==> src/rtl/dca_matrix_lsu_pkg.sv <==
// Shared types, constants and instruction decode helpers for the DCA matrix LSU responder.
// Instruction layout (LSB first): opcode, num_col_m1, num_row_m1, stride, base address.
package dca_matrix_lsu_pkg;

   localparam int MATRIX_SIZE_PARA = 8;
   localparam int BW_ELEMENT       = 32;
   localparam int BW_ADDR          = 32;
   localparam int BW_ROW           = MATRIX_SIZE_PARA * BW_ELEMENT;
   localparam int BW_DIM           = $clog2(MATRIX_SIZE_PARA);
   localparam int BW_OPCODE        = 2;
   localparam int BW_BLOCK_INFO    = 2 * BW_ADDR + 2 * BW_DIM;
   localparam int BW_DCA_MATRIX_LSU_INST = BW_BLOCK_INFO + BW_OPCODE;

   localparam logic [BW_OPCODE-1:0] OPC_READ  = 2'd1;
   localparam logic [BW_OPCODE-1:0] OPC_WRITE = 2'd2;

   localparam int OFS_OPCODE  = 0;
   localparam int OFS_NUM_COL = OFS_OPCODE + BW_OPCODE;
   localparam int OFS_NUM_ROW = OFS_NUM_COL + BW_DIM;
   localparam int OFS_STRIDE  = OFS_NUM_ROW + BW_DIM;
   localparam int OFS_ADDR    = OFS_STRIDE + BW_ADDR;

   typedef logic [BW_DCA_MATRIX_LSU_INST-1:0] lsu_inst_t;

   typedef enum logic [2:0] {
      ST_IDLE,
      ST_RD_REQ,
      ST_RD_OUT,
      ST_RD_PAD,
      ST_WR_IN,
      ST_WR_REQ,
      ST_DONE
   } lsu_state_e;

   function automatic logic [BW_OPCODE-1:0] inst_opcode(input lsu_inst_t inst);
      return inst[OFS_OPCODE +: BW_OPCODE];
   endfunction

   function automatic logic [BW_DIM-1:0] inst_num_col_m1(input lsu_inst_t inst);
      return inst[OFS_NUM_COL +: BW_DIM];
   endfunction

   function automatic logic [BW_DIM-1:0] inst_num_row_m1(input lsu_inst_t inst);
      return inst[OFS_NUM_ROW +: BW_DIM];
   endfunction

   function automatic logic [BW_ADDR-1:0] inst_stride(input lsu_inst_t inst);
      return inst[OFS_STRIDE +: BW_ADDR];
   endfunction

   function automatic logic [BW_ADDR-1:0] inst_addr(input lsu_inst_t inst);
      return inst[OFS_ADDR +: BW_ADDR];
   endfunction

   function automatic lsu_inst_t pack_inst(input logic [BW_OPCODE-1:0] opcode,
                                           input logic [BW_ADDR-1:0]   addr,
                                           input logic [BW_ADDR-1:0]   stride,
                                           input logic [BW_DIM-1:0]    num_row_m1,
                                           input logic [BW_DIM-1:0]    num_col_m1);
      return {addr, stride, num_row_m1, num_col_m1, opcode};
   endfunction

   // All-ones over lanes 0..num_col_m1, zero over the unused columns.
   function automatic logic [BW_ROW-1:0] col_mask(input logic [BW_DIM-1:0] num_col_m1);
      logic [BW_ROW-1:0] m;
      m = '0;
      for (int l = 0; l < MATRIX_SIZE_PARA; l++) begin
         if (l <= int'(num_col_m1)) m[l*BW_ELEMENT +: BW_ELEMENT] = '1;
      end
      return m;
   endfunction

endpackage

==> src/rtl/dca_matrix_lsu_responder_if.sv <==
// Instruction, memory and load/store stream signals of one LSU responder.
// slave = responder side, master = sequencer/memory/stream side.
interface dca_matrix_lsu_responder_if;
   import dca_matrix_lsu_pkg::*;

   logic                              inst_valid;
   logic                              inst_ready;
   logic [BW_DCA_MATRIX_LSU_INST-1:0] inst;
   logic                              inst_done;

   logic                              mreq;
   logic                              mwrite;
   logic [BW_ADDR-1:0]                maddr;
   logic [BW_ROW-1:0]                 mwdata;
   logic                              mack;
   logic [BW_ROW-1:0]                 mrdata;

   logic                              load_valid;
   logic                              load_ready;
   logic [BW_ROW-1:0]                 load_data;

   logic                              store_valid;
   logic                              store_ready;
   logic [BW_ROW-1:0]                 store_data;

   modport slave (
      input  inst_valid, inst, mack, mrdata, load_ready, store_valid, store_data,
      output inst_ready, inst_done, mreq, mwrite, maddr, mwdata, load_valid, load_data, store_ready
   );

   modport master (
      output inst_valid, inst, mack, mrdata, load_ready, store_valid, store_data,
      input  inst_ready, inst_done, mreq, mwrite, maddr, mwdata, load_valid, load_data, store_ready
   );

endinterface

==> src/rtl/dca_matrix_lsu_addr_gen.sv <==
// Row address generator: address accumulator (base + r*stride, wrapping) and row counter.
module dca_matrix_lsu_addr_gen
   import dca_matrix_lsu_pkg::*;
(
   input  logic               clk,
   input  logic               rst,
   input  logic               init_i,
   input  logic               advance_i,
   input  logic [BW_ADDR-1:0] base_i,
   input  logic [BW_ADDR-1:0] stride_i,
   input  logic [BW_DIM-1:0]  num_row_m1_i,
   output logic [BW_ADDR-1:0] maddr_o,
   output logic               is_last_row_o
);

   logic [BW_ADDR-1:0] addr_q, addr_d;
   logic [BW_ADDR-1:0] stride_q, stride_d;
   logic [BW_DIM-1:0]  row_q, row_d;
   logic [BW_DIM-1:0]  num_row_m1_q, num_row_m1_d;

   always_comb begin
      addr_d       = addr_q;
      stride_d     = stride_q;
      row_d        = row_q;
      num_row_m1_d = num_row_m1_q;
      if (init_i) begin
         addr_d       = base_i;
         stride_d     = stride_i;
         row_d        = '0;
         num_row_m1_d = num_row_m1_i;
      end else if (advance_i) begin
         // Plain modular add: the address silently wraps at 2^BW_ADDR.
         addr_d = addr_q + stride_q;
         row_d  = row_q + BW_DIM'(1);
      end
   end

   always_ff @(posedge clk) begin
      if (rst) begin
         addr_q       <= '0;
         stride_q     <= '0;
         row_q        <= '0;
         num_row_m1_q <= '0;
      end else begin
         addr_q       <= addr_d;
         stride_q     <= stride_d;
         row_q        <= row_d;
         num_row_m1_q <= num_row_m1_d;
      end
   end

   assign maddr_o       = addr_q;
   assign is_last_row_o = (row_q == num_row_m1_q);

endmodule

==> src/rtl/dca_matrix_lsu_responder.sv <==
// Matrix LSU responder: runs one READ/WRITE block instruction at a time over a single memory port.
// Optional DCA_MATRIX_LSU_ZERO_PAD_EN: READ masks unused columns and pads to MATRIX_SIZE_PARA rows.
module dca_matrix_lsu_responder
   import dca_matrix_lsu_pkg::*;
(
   input  logic                     clk,
   input  logic                     rst,
   dca_matrix_lsu_responder_if.slave lsu_if
);

   lsu_state_e        state_q;
   logic              inst_ready_q;
   logic              inst_done_q;
   logic              mreq_q;
   logic              mwrite_q;
   logic              load_valid_q;
   logic              store_ready_q;
   logic [BW_ROW-1:0] mwdata_q;
   logic [BW_ROW-1:0] load_data_q;

`ifdef DCA_MATRIX_LSU_ZERO_PAD_EN
   logic [BW_DIM-1:0] num_col_m1_q;
   logic [BW_DIM-1:0] num_row_m1_q;
   logic [BW_DIM-1:0] pad_left_q;
`endif

   logic               ag_init;
   logic               ag_advance;
   logic               is_last_row;
   logic [BW_ADDR-1:0] maddr;

   // The address generator steps on the same edge the FSM leaves a row, so the
   // new address is already on maddr when mreq rises again.
   assign ag_init    = (state_q == ST_IDLE) && lsu_if.inst_valid;
   assign ag_advance = ((state_q == ST_RD_OUT) && lsu_if.load_ready && !is_last_row) ||
                       ((state_q == ST_WR_REQ) && lsu_if.mack && !is_last_row);

   dca_matrix_lsu_addr_gen u_addr_gen (
      .clk          (clk),
      .rst          (rst),
      .init_i       (ag_init),
      .advance_i    (ag_advance),
      .base_i       (inst_addr(lsu_if.inst)),
      .stride_i     (inst_stride(lsu_if.inst)),
      .num_row_m1_i (inst_num_row_m1(lsu_if.inst)),
      .maddr_o      (maddr),
      .is_last_row_o(is_last_row)
   );

   always_ff @(posedge clk) begin
      if (rst) begin
         state_q       <= ST_IDLE;
         inst_ready_q  <= 1'b1;
         inst_done_q   <= 1'b0;
         mreq_q        <= 1'b0;
         mwrite_q      <= 1'b0;
         load_valid_q  <= 1'b0;
         store_ready_q <= 1'b0;
         mwdata_q      <= '0;
         load_data_q   <= '0;
`ifdef DCA_MATRIX_LSU_ZERO_PAD_EN
         num_col_m1_q  <= '0;
         num_row_m1_q  <= '0;
         pad_left_q    <= '0;
`endif
      end else begin
         case (state_q)
            ST_IDLE: begin
               if (lsu_if.inst_valid) begin
                  inst_ready_q <= 1'b0;
`ifdef DCA_MATRIX_LSU_ZERO_PAD_EN
                  num_col_m1_q <= inst_num_col_m1(lsu_if.inst);
                  num_row_m1_q <= inst_num_row_m1(lsu_if.inst);
`endif
                  case (inst_opcode(lsu_if.inst))
                     OPC_READ: begin
                        state_q  <= ST_RD_REQ;
                        mreq_q   <= 1'b1;
                        mwrite_q <= 1'b0;
                     end
                     OPC_WRITE: begin
                        state_q       <= ST_WR_IN;
                        store_ready_q <= 1'b1;
                     end
                     default: begin
                        // Unknown opcode retires its credit without touching memory.
                        state_q     <= ST_DONE;
                        inst_done_q <= 1'b1;
                     end
                  endcase
               end
            end

            ST_RD_REQ: begin
               if (lsu_if.mack) begin
                  mreq_q       <= 1'b0;
                  load_valid_q <= 1'b1;
`ifdef DCA_MATRIX_LSU_ZERO_PAD_EN
                  load_data_q  <= lsu_if.mrdata & col_mask(num_col_m1_q);
`else
                  load_data_q  <= lsu_if.mrdata;
`endif
                  state_q      <= ST_RD_OUT;
               end
            end

            ST_RD_OUT: begin
               if (lsu_if.load_ready) begin
                  if (!is_last_row) begin
                     load_valid_q <= 1'b0;
                     mreq_q       <= 1'b1;
                     state_q      <= ST_RD_REQ;
                  end else begin
`ifdef DCA_MATRIX_LSU_ZERO_PAD_EN
                     if (num_row_m1_q != BW_DIM'(MATRIX_SIZE_PARA - 1)) begin
                        // load_valid stays high; the zero rows need no memory beat.
                        load_data_q <= '0;
                        pad_left_q  <= BW_DIM'(MATRIX_SIZE_PARA - 2) - num_row_m1_q;
                        state_q     <= ST_RD_PAD;
                     end else begin
                        load_valid_q <= 1'b0;
                        inst_done_q  <= 1'b1;
                        state_q      <= ST_DONE;
                     end
`else
                     load_valid_q <= 1'b0;
                     inst_done_q  <= 1'b1;
                     state_q      <= ST_DONE;
`endif
                  end
               end
            end

`ifdef DCA_MATRIX_LSU_ZERO_PAD_EN
            ST_RD_PAD: begin
               if (lsu_if.load_ready) begin
                  if (pad_left_q == '0) begin
                     load_valid_q <= 1'b0;
                     inst_done_q  <= 1'b1;
                     state_q      <= ST_DONE;
                  end else begin
                     pad_left_q <= pad_left_q - BW_DIM'(1);
                  end
               end
            end
`endif

            ST_WR_IN: begin
               if (lsu_if.store_valid) begin
                  store_ready_q <= 1'b0;
                  mwdata_q      <= lsu_if.store_data;
                  mreq_q        <= 1'b1;
                  mwrite_q      <= 1'b1;
                  state_q       <= ST_WR_REQ;
               end
            end

            ST_WR_REQ: begin
               if (lsu_if.mack) begin
                  mreq_q   <= 1'b0;
                  mwrite_q <= 1'b0;
                  if (is_last_row) begin
                     inst_done_q <= 1'b1;
                     state_q     <= ST_DONE;
                  end else begin
                     store_ready_q <= 1'b1;
                     state_q       <= ST_WR_IN;
                  end
               end
            end

            ST_DONE: begin
               inst_done_q  <= 1'b0;
               inst_ready_q <= 1'b1;
               state_q      <= ST_IDLE;
            end

            default: begin
               state_q       <= ST_IDLE;
               inst_ready_q  <= 1'b1;
               inst_done_q   <= 1'b0;
               mreq_q        <= 1'b0;
               mwrite_q      <= 1'b0;
               load_valid_q  <= 1'b0;
               store_ready_q <= 1'b0;
            end
         endcase
      end
   end

   assign lsu_if.inst_ready  = inst_ready_q;
   assign lsu_if.inst_done   = inst_done_q;
   assign lsu_if.mreq        = mreq_q;
   assign lsu_if.mwrite      = mwrite_q;
   assign lsu_if.maddr       = maddr;
   assign lsu_if.mwdata      = mwdata_q;
   assign lsu_if.load_valid  = load_valid_q;
   assign lsu_if.load_data   = load_data_q;
   assign lsu_if.store_ready = store_ready_q;

endmodule
==> src/flat_wrapper.sv <==
// flat-port wrapper written by rule: the top's interface ports become plain ports
module dca_matrix_lsu_responder_flat import dca_matrix_lsu_pkg::*;
  (clk, rst, lsu_if_inst_valid, lsu_if_inst, lsu_if_mack, lsu_if_mrdata, lsu_if_load_ready, lsu_if_store_valid, lsu_if_store_data, lsu_if_inst_ready, lsu_if_inst_done, lsu_if_mreq, lsu_if_mwrite, lsu_if_maddr, lsu_if_mwdata, lsu_if_load_valid, lsu_if_load_data, lsu_if_store_ready);
  dca_matrix_lsu_responder_if lsu_if_i ();
  input  logic clk;
  input  logic rst;
  input wire logic [$bits(lsu_if_i.inst_valid)-1:0] lsu_if_inst_valid;
  input wire logic [$bits(lsu_if_i.inst)-1:0] lsu_if_inst;
  input wire logic [$bits(lsu_if_i.mack)-1:0] lsu_if_mack;
  input wire logic [$bits(lsu_if_i.mrdata)-1:0] lsu_if_mrdata;
  input wire logic [$bits(lsu_if_i.load_ready)-1:0] lsu_if_load_ready;
  input wire logic [$bits(lsu_if_i.store_valid)-1:0] lsu_if_store_valid;
  input wire logic [$bits(lsu_if_i.store_data)-1:0] lsu_if_store_data;
  output wire logic [$bits(lsu_if_i.inst_ready)-1:0] lsu_if_inst_ready;
  output wire logic [$bits(lsu_if_i.inst_done)-1:0] lsu_if_inst_done;
  output wire logic [$bits(lsu_if_i.mreq)-1:0] lsu_if_mreq;
  output wire logic [$bits(lsu_if_i.mwrite)-1:0] lsu_if_mwrite;
  output wire logic [$bits(lsu_if_i.maddr)-1:0] lsu_if_maddr;
  output wire logic [$bits(lsu_if_i.mwdata)-1:0] lsu_if_mwdata;
  output wire logic [$bits(lsu_if_i.load_valid)-1:0] lsu_if_load_valid;
  output wire logic [$bits(lsu_if_i.load_data)-1:0] lsu_if_load_data;
  output wire logic [$bits(lsu_if_i.store_ready)-1:0] lsu_if_store_ready;
  assign lsu_if_i.inst_valid = lsu_if_inst_valid;
  assign lsu_if_i.inst = lsu_if_inst;
  assign lsu_if_i.mack = lsu_if_mack;
  assign lsu_if_i.mrdata = lsu_if_mrdata;
  assign lsu_if_i.load_ready = lsu_if_load_ready;
  assign lsu_if_i.store_valid = lsu_if_store_valid;
  assign lsu_if_i.store_data = lsu_if_store_data;
  assign lsu_if_inst_ready = lsu_if_i.inst_ready;
  assign lsu_if_inst_done = lsu_if_i.inst_done;
  assign lsu_if_mreq = lsu_if_i.mreq;
  assign lsu_if_mwrite = lsu_if_i.mwrite;
  assign lsu_if_maddr = lsu_if_i.maddr;
  assign lsu_if_mwdata = lsu_if_i.mwdata;
  assign lsu_if_load_valid = lsu_if_i.load_valid;
  assign lsu_if_load_data = lsu_if_i.load_data;
  assign lsu_if_store_ready = lsu_if_i.store_ready;
  dca_matrix_lsu_responder u_core (.clk(clk), .rst(rst), .lsu_if(lsu_if_i));
endmodule
==> config.mk <==
export PLATFORM = sky130hd
export DESIGN_NAME = dca_matrix_lsu_responder_flat
export DESIGN_NICKNAME = d
export VERILOG_FILES = /design/src/rtl/dca_matrix_lsu_pkg.sv /design/src/rtl/dca_matrix_lsu_responder_if.sv /design/src/rtl/dca_matrix_lsu_addr_gen.sv /design/src/rtl/dca_matrix_lsu_responder.sv /design/src/flat_wrapper.sv
export SDC_FILE = /design/constraint.sdc
export NUM_CORES = 1
export LEC_CHECK = 0
export CORE_AREA = 2 2 445 447
export DETAILED_ROUTE_END_ITERATION = 8
export DIE_AREA = 0 0 447 449
export PLACE_DENSITY_LB_ADDON = 0.1
export SYNTH_ARGS = -nofsm -noshare
export SYNTH_HDL_FRONTEND = slang
export SYNTH_SLANG_ARGS = --single-unit
==> constraint.sdc <==
create_clock -name clk -period 3.6 [get_ports clk]
set_input_delay 0.36 -clock clk [delete_from_list [all_inputs] [get_ports clk]]
set_output_delay 0.36 -clock clk [all_outputs]
set_load 0.01 [all_outputs]
* Word-level counts from Yosys, hierarchy flattened
Index checks and enable logic that the tools add are counted.
** Cells by class
- Bitwise logic cells :: 5
- Equality and inequality tests :: 19
- $add $sub $neg :: 2
- Reduce and logical (&&, ||, !) cells :: 25
- Muxes and demuxes :: 37
** Operators by type and width (count)
- $mux 32 :: 2
- $add 32x32->32 :: 1
- $mux 1 :: 20
- $ne 2x2->1 const B :: 10
- $mux 3 :: 6
- $pmux 3 s5 :: 1
- $reduce_and 5->1 :: 3
- $pmux 1 s4 :: 3
- $eq 3x3->1 const B :: 3
- $reduce_or 2->1 :: 4
- $reduce_or 4->1 :: 2
- $reduce_and 7->1 :: 1
- $pmux 3 s2 :: 1
- $reduce_and 2->1 :: 3
- $reduce_and 6->1 :: 1
- $logic_and 1x1->1 :: 5
- $not 1->1 :: 5
- $pmux 1 s5 :: 1
- $add 3x1->3 const B :: 1
- $eq 3x1->1 const B :: 1
- $eq 3x2->1 const B :: 1
- $eq 3x3->1 :: 1
- $logic_not 3->1 :: 1
- $pmux 1 s3 :: 1
- other kinds (10) :: 10
** Storage, ports and cells
- Input port bits :: 590
- Output and inout port bits :: 550
- Word-level logic and storage cells :: 101
- Register bits after elaboration :: 591

* Longest topological paths before layout
Gate-level depths: netlist of run 1.
- Depth in word-level cells :: 6
- Gate-level depth with buffers :: 9
- Depth with buffers taken out :: 9

* Hierarchy
From an unflattened synthesis of run 1, not the netlist that was laid out.
** Unflattened totals
- Cells, all modules :: 2818
- Area, all modules :: 22509.1 um2
** Modules (own cells, without submodules)
- dca_matrix_lsu_responder :: instances 1, area an instance 18118.6 um2, cells an instance 2311, seq. area each 10430.0 um2
- dca_matrix_lsu_addr_gen :: instances 1, area an instance 4390.5 um2, cells an instance 507, seq. area each 1401.3 um2

* Worst setup path after synthesis of run 1
Ideal clock, no wire load.
- Path type :: reg2reg
- From :: register u_core.u_addr_gen.addr_q[0], in the netlist u_core.u_addr_gen.maddr_o[0]
- To :: register u_core.u_addr_gen.addr_q[24], in the netlist u_core.u_addr_gen.maddr_o[24]
- Cell stages (with the launch flop) :: 10
- Path slack :: 0.757 ns
- Data arrival time :: 2.748 ns
- Library setup time :: 0.095 ns
- Period minus slack after synthesis :: 2.843 ns
- Path buffers :: 0
- Required time :: 3.505 ns
- Cells stage by stage :: dfxtp_1 -> ha_1 -> fa_1 -> a21o_1 -> a221oi_2 -> nor2_1 -> o311a_1 -> o21ai_0 -> mux2_2 -> a221oi_1
** On the way
- Longest elaborated chain between the ends :: 3
** RTL lines
- start: declaration :: RTL line dca_matrix_lsu_addr_gen.sv:16 : logic [BW_ADDR-1:0] addr_q, addr_d;
- start signal: assignment :: RTL line dca_matrix_lsu_addr_gen.sv:45 : addr_q <= addr_d;
- $add 32x32->32 :: RTL line dca_matrix_lsu_addr_gen.sv:33 : addr_d = addr_q + stride_q;
- $mux 32 :: RTL line dca_matrix_lsu_addr_gen.sv:31 : end else if (advance_i) begin
- $mux 32 :: RTL line dca_matrix_lsu_addr_gen.sv:26 : if (init_i) begin
Every way passes these cells. The select of a mux whose other input is x is not followed.
A chain may end at the register's enable or synchronous reset.

* Worst setup path after layout of run 1
- From :: register u_core.u_addr_gen.addr_q[0], in the netlist u_core.u_addr_gen.maddr_o[0]
- To :: register u_core.u_addr_gen.addr_q[30], in the netlist u_core.u_addr_gen.maddr_o[30]
The elaborated chain is that of the path after synthesis.

==> results.py, run 1 <==
metrics = {
    "layout": {
        "fillers": 22100,
        "area_growth_pct": 76.8,
        "post-route-util": 0.203,
        "drive_gt1_frac": 0.0549,
        "final_nets": 4606,
    },
    "logic_synthesis": {
        "synth_xor_area_frac": 0.0101,
        "async_flop_share": 0,
        "yosysMostFrequentCell": "nand2_1",
        "netlist_top_cells_count": "nand2_1, a21oi_1, dfxtp_1, clkbuf_1, nor2_1",
        "ys_seq_area_frac": 0.524,
        "synth_warnings": 0,
        "yosys-top-cells-area": "dfxtp_1, nand2_1, a21oi_1",
        "synth.avg_cell_area_um2": 7.73,
        "synth_top_family_by_area": "simple AND/OR/NAND/NOR gates",
        "ys_types": 72,
        "synth_mux_area_frac": 0.00394,
        "synth-seq-cells": 591,
        "synth_edf_count": 0,
        "synthesis.area_mm2": 0.0226,
        "postSynthCellCount": 2918,
        "synth-compound-area-share": 0.178,
        "synthDominantCellAreaShare": 0.524,
        "syn_nets": 3544,
        "yosys.area_share.adder": 0.0203,
        "ys.flop_type": "dfxtp_1",
        "yosys.area.top_type": "dfxtp_1",
        "synth_simple_gate_area_share": 0.224,
    },
    "clock_tree": {
        "cts_buffer_depth": 3,
        "htreeDepth": 3,
        "cts_tree": "yes",
        "root_buffer": "clkbuf_16",
        "numCtsBuffers": 86,
        "numClockSinks": 591,
        "clkLatencyLatePin_ns": 0.70,
        "cts-hold-fix-buffers": 0,
        "path_clk_slew_ns": 0.06,
        "ctsResizeCount": 0,
        "postCtsSetupRepairBufs": 0,
    },
    "timing": {
        "tightest_slew_ns": 0.805,
        "fmax_ghz": 0.320,
        "clock-skew-final_ns": 0.0160,
        "final-hold-violation-count": 0,
        "fin_crit_ns": 3.13,
        "relSlewSlack": 0.464,
        "finalSetupTns_ns": 0,
        "period_share": 0.869,
        "rsz0062_at_grt": "no",
        "drv_slew": 0,
        "setup_viol": 0,
    },
    "global_route": {
        "track_usage": 0.147,
        "overflow": 0,
        "grt_max_degree": 102,
        "antenna_found_initial": 49,
        "grt_pass1_wl_um": 206000,
        "grt_pass1_vias": 23700,
    },
    "worst_hold_path": {
        "hold_class": "primary input to register",
        "worst_hold_startpoint": "rst",
    },
    "routing": {
        "routedWlPerCell_um": 22.9,
        "drt_wl_total_um": 153000,
        "ant_nets": 0,
        "drc": 0,
        "vias_per_cell": 3.60,
        "drt_iter0_drc": 1222,
        "dr_total_vias": 24100,
        "firstDrtPassIters": 5,
    },
    "critical_path": {
        "start_kind": "register",
        "crit_fanout": 4,
        "critPathKind": "register to register",
        "r2r_start": "u_core.u_addr_gen.maddr_o[0]",
        "end_kind": "register",
        "required_ns": 4.19,
        "arrival_ns": 3.71,
        "crit_path_start": "u_core.u_addr_gen.maddr_o[0]",
    },
    "floorplan": {
        "start_util": 0.115,
        "chipHeight_um": 449,
        "core_area_mm2": 0.196,
        "die_x_um": 447,
        "ios": 1140,
        "core.rowCount": 163,
        "die-area_mm2": 0.201,
    },
    "power_and_ir_drop": {
        "power.leakage_nw": 13.2,
        "powerDensity_mw_per_mm2": 605,
        "ir_worst_vdd_v": 0.000389,
    },
    "run": {
        "max_cap_violations": 0,
    },
    "placed_design": {
        "gp_congestion": 0.839,
        "hpwl_um": 117000,
        "port-buffer-count": 1136,
    },
    "run_status": {
        "status": "finished clean",
    },
}
==> layout make-up <==
type,count,area (um2),area share
sequential,591,11800,0.297
clock buffer,121,2510,0.0630
timing repair buffer,1188,12000,0.300
tap,2640,3300,0.0828
inverter,5,18.8,0.000470
clock inverter,32,342,0.00856
antenna,7,17.5,0.000439
multi-input combinational,2108,9890,0.248
==> state kept, by name, indices dropped and copies added, names as in the netlist, 3 cells and up <==
register / cells
u_core.lsu_if.load_data: 256
u_core.lsu_if.mwdata: 256
u_core.state_q: 3
u_core.u_addr_gen.maddr_o: 32
u_core.u_addr_gen.num_row_m1_q: 3
u_core.u_addr_gen.row_q: 3
u_core.u_addr_gen.stride_q: 32
==> power breakdown <==
| part | switching [mW] | internal (mW) | total [mW] |
|---|---|---|---|
| Sequential | 0.551 | 7.40 | 7.95 |
| Clock | 3.67 | 5.16 | 8.83 |
| Combinational | 4.24 | 3.11 | 7.35 |
| Total | 8.46 | 15.7 | 24.1 |
==> path summary, 6_finish.rpt <==
path	end	slack (ns)	depth (start not counted)
hold reg to reg	u_core.lsu_if.mwdata[200]	0.45	2
setup reg to reg	u_core.u_addr_gen.maddr_o[30]	0.47	10
setup / recovery	u_core.u_addr_gen.maddr_o[30]	0.47	10
hold / removal	u_core.u_addr_gen.maddr_o[10]	0.16	2
==> cells by family after synthesis <==
group	Yosys count
AOI/OAI and AO/OA	739
adders and majority gates	36
muxes	8
and+or+nand+nor	1299
xor gates and xnor gates	26
buffers and inverters	219
DFF	591
==> per-layer routing <==
metal	part of all wire	vias to the layer above	global-route usage	wire length [um]
met5	0.00099	-	0	152
met3	0.055	174	0.0379	8460
met1	0.41	11500	0.174	62900
met4	0.017	20	0.0261	2530
li1	-	11800	-	-
met2	0.52	635	0.267	78900
==> cells in the final DEF (no fill, tap or decap), types with 4 or more instances in the layout <==
master           synthesis  layout
and3_1                   4       4
a2111oi_0                7       7
o22ai_1                  6       6
a311oi_1                 6       6
a21o_1                  10      10
nand2b_1                 7       6
dfxtp_1                591     591
nand4_1                  6       6
clkdlybuf4s50_1          0    1135
clkinv_2                 0      17
o21bai_1                 8       8
xnor2_1                 16      16
a211oi_1                13      13
o211ai_1                 5       5
nand3_1                 12      12
mux2i_1                  4       4
bufinv_16                0       4
a21oi_1                609     609
xor2_1                  10      10
o21a_1                   7       7
ha_1                    35      35
inv_1                    5       5
nor3_1                  20      19
clkbuf_1               194      13
diode_2                  0       7
buf_4                    1      35
clkbuf_8                 2      21
nand2_1               1151    1151
nor2_1                  72      69
clkbuf_16                0      87
buf_12                   0      17
o21ai_0                 31      31
==> per-stage QoR <==
stage | power (mW) | setup slack (ns) | hold slack (ns) | cell area (um2) | std cells
finish | 24.1 | 0.472 | 0.162 | 39900 | 6692
global placement | 15.7 | 0.511 | 0.440 | 37000 | 6532
CTS | 24.8 | 0.404 | 0.0897 | 39900 | 6685
global route | 25.6 | 0.166 | 0.137 | 39900 | 6687
floorplan | 11.4 | 0.757 | 0.440 | 22600 | 2918
detailed placement | 15.6 | 0.456 | 0.445 | 37000 | 6532
==> critical path, cell delays in order (launching register included) <==
cell and delay [ns]:
dfxtp_1 0.33, ha_1 0.23, fa_1 0.42, a21o_1 0.22, a221oi_2 0.39, buf_4 0.21, o21bai_1 0.10, a31oi_1 0.40
a21oi_1 0.18, xnor2_1 0.15, a2111oi_0 0.37
Note: power is estimated with default switching activity, not from simulation.
==> run 2, diff against run 1 <==
--- a/config.mk
+++ b/config.mk
@@ -5,10 +5,12 @@
 export SDC_FILE = /design/constraint.sdc
 export NUM_CORES = 1
 export LEC_CHECK = 0
+export ABC_AREA = 0
 export CORE_AREA = 2 2 445 447
 export DETAILED_ROUTE_END_ITERATION = 8
 export DIE_AREA = 0 0 447 449
 export PLACE_DENSITY_LB_ADDON = 0.1
+export REMOVE_ABC_BUFFERS = 1
 export SYNTH_ARGS = -nofsm -noshare
 export SYNTH_HDL_FRONTEND = slang
 export SYNTH_SLANG_ARGS = --single-unit
==> run 2 against run 1 <==
Against the previous run:
- count of clock-buffer cells in the layout increased by 17
- largest power group unchanged
- clock power decreased by 1%
- critical path depth unchanged
- sequential power about the same
- register-to-register slack improved by 0.07 ns
- fmax increased by 2.2%
- largest cell class unchanged
- first-iteration DRC count decreased by 4.0%
- via count decreased by 1.4%
- final cell count about the same
- setup slack improved by 0.068 ns
- critical endpoint is now u_core.u_addr_gen.maddr_o[24]
==> results.py, run 2 (synthesized netlist as in run 1, its figures left out) <==
metrics = {
    "routing": {
        "drc": 0,
        "routed-wl-met3_um": 11700,
        "top_layer_used": "met5",
        "dr_wl_met2_um": 69700,
        "vias_per_cell": 3.55,
        "drt-met1-wl_um": 54200,
        "drt_iter0_drc": 1173,
        "firstDrtPassIters": 5,
        "ant_nets": 0,
        "routedWlPerCell_um": 20.7,
        "dr_total_vias": 23800,
        "drt_wl_total_um": 139000,
    },
    "global_route": {
        "grt_pass1_wl_um": 190000,
        "grt_pass1_vias": 23600,
        "antenna_found_initial": 38,
        "overflow": 0,
        "grt_max_degree": 109,
        "track_usage": 0.133,
    },
    "timing": {
        "tightest_slew_ns": 0.856,
        "relSlewSlack": 0.429,
        "fin_crit_ns": 3.06,
        "whs_ns": 0.164,
        "setup_viol": 0,
        "rsz0062_at_grt": "no",
        "period_share": 0.850,
        "final-hold-violation-count": 0,
        "fmax_ghz": 0.327,
        "fin_ws_ns": 0.540,
        "drv_slew": 0,
        "clock-skew-final_ns": 0.0441,
    },
    "layout": {
        "final_nets": 4611,
        "area_growth_pct": 77.5,
        "fillers": 22100,
        "drive_gt1_frac": 0.0531,
        "final_area_mm2": 0.0401,
        "layout_commonest_cell": "nand2_1",
        "final_cell_mix": "nand2_1, clkdlybuf4s50_1, a21oi_1, dfxtp_1, clkbuf_16",
    },
    "clock_tree": {
        "cts_tree": "yes",
        "numClockSinks": 591,
        "postCtsSetupRepairBufs": 0,
        "cts-hold-fix-buffers": 0,
        "numCtsBuffers": 87,
        "root_buffer": "clkbuf_16",
        "ctsResizeCount": 0,
        "path_clk_slew_ns": 0.06,
        "clkLatencyLatePin_ns": 0.74,
        "cts_buffer_depth": 3,
        "htreeDepth": 3,
    },
    "critical_path": {
        "start_kind": "register",
        "critical-path-top-delay-family": "compound AO/OA/AOI/OAI gates",
        "arrival_ns": 3.67,
        "worstSetupPathDepth": 10,
        "worst-path-buf-inv": 1,
        "worstRegToRegCells": 10,
        "r2r_start": "u_core.u_addr_gen.maddr_o[0]",
        "critPathKind": "register to register",
        "end_kind": "register",
        "crit_path_start": "u_core.u_addr_gen.maddr_o[0]",
        "cpPeakStageDelay_ns": 0.43,
        "slowest_stage": "fa_1",
        "crit_fanout": 5,
        "crit_chain": "ha_1 -> fa_1 -> a21o_1 -> a221oi_2 -> buf_4 -> nor2_1 -> o311a_1 -> o21ai_0 -> mux2_2 -> a221oi_1",
        "required_ns": 4.21,
    },
    "floorplan": {
        "die_x_um": 447,
        "core_area_mm2": 0.196,
        "chipHeight_um": 449,
        "ios": 1140,
        "die-area_mm2": 0.201,
        "start_util": 0.115,
        "core.rowCount": 163,
    },
    "worst_hold_path": {
        "worst_hold_startpoint": "lsu_if_store_data[221]",
        "hold_class": "primary input to register",
        "hold_depth": 3,
    },
    "placed_design": {
        "hpwl_um": 106000,
        "placed_area_mm2": 0.0372,
        "gp_congestion": 0.804,
        "dp_slack_ns": 0.546,
        "port-buffer-count": 1136,
    },
    "power_and_ir_drop": {
        "ir_worst_vdd_v": 0.000322,
        "power.leakage_nw": 13.3,
        "powerDensity_mw_per_mm2": 596,
    },
    "run": {
        "max_cap_violations": 0,
    },
    "run_status": {
        "status": "finished clean",
    },
}
-- run 2: power by group --
part	internal [mW]	switching (mW)	total, mW
Clock	5.16	3.58	8.74
Combinational	3.16	4.03	7.19
Sequential	7.40	0.538	7.94
Total	15.7	8.15	23.9
-- run 2: area by class of cell --
| cell class | instances | area, um2 | area share |
|---|---|---|---|
| antenna | 6 | 15.0 | 0.000375 |
| clock buffer | 138 | 2630 | 0.0657 |
| clock inverter | 17 | 248 | 0.00619 |
| inverter | 5 | 18.8 | 0.000469 |
| multi-input combinational | 2108 | 9900 | 0.247 |
| sequential | 591 | 11800 | 0.295 |
| tap | 2640 | 3300 | 0.0825 |
| timing repair buffer | 1192 | 12100 | 0.302 |
-- run 2: tightest hold or removal path, cell delays in order --
cell and delay (ns):
clkdlybuf4s50_1 0.39, nand2_1 0.06, a21oi_1 0.05
-- run 2: worst paths after layout --
kind / end / slack (ns)
worst max-delay path: u_core.u_addr_gen.maddr_o[24] / 0.54
worst min-delay path: u_core.lsu_if.mwdata[221] / 0.16
worst max register to register: u_core.u_addr_gen.maddr_o[24] / 0.54
worst min register to register: u_core.lsu_if.load_data[48] / 0.45
-- run 2: per-stage QoR --
| step | TNS (ns) | cells | utilization | power (mW) |
|---|---|---|---|---|
| global route | 0 | 6695 | 0.204 | 25.4 |
| detailed placement | 0 | 6536 | 0.189 | 15.5 |
| global placement | 0 | 6536 | 0.189 | 15.5 |
| floorplan | -3941.12 | 2704 | - | 11.5 |
| finish | 0 | 6697 | 0.204 | 23.9 |
| CTS | 0 | 6691 | 0.204 | 24.6 |
-- run 2: per-layer routing --
metal	global-route usage	up-vias
met3	0.0505	170
met5	0	-
met4	0.0358	28
li1	-	11800
met1	0.147	11100
met2	0.235	706
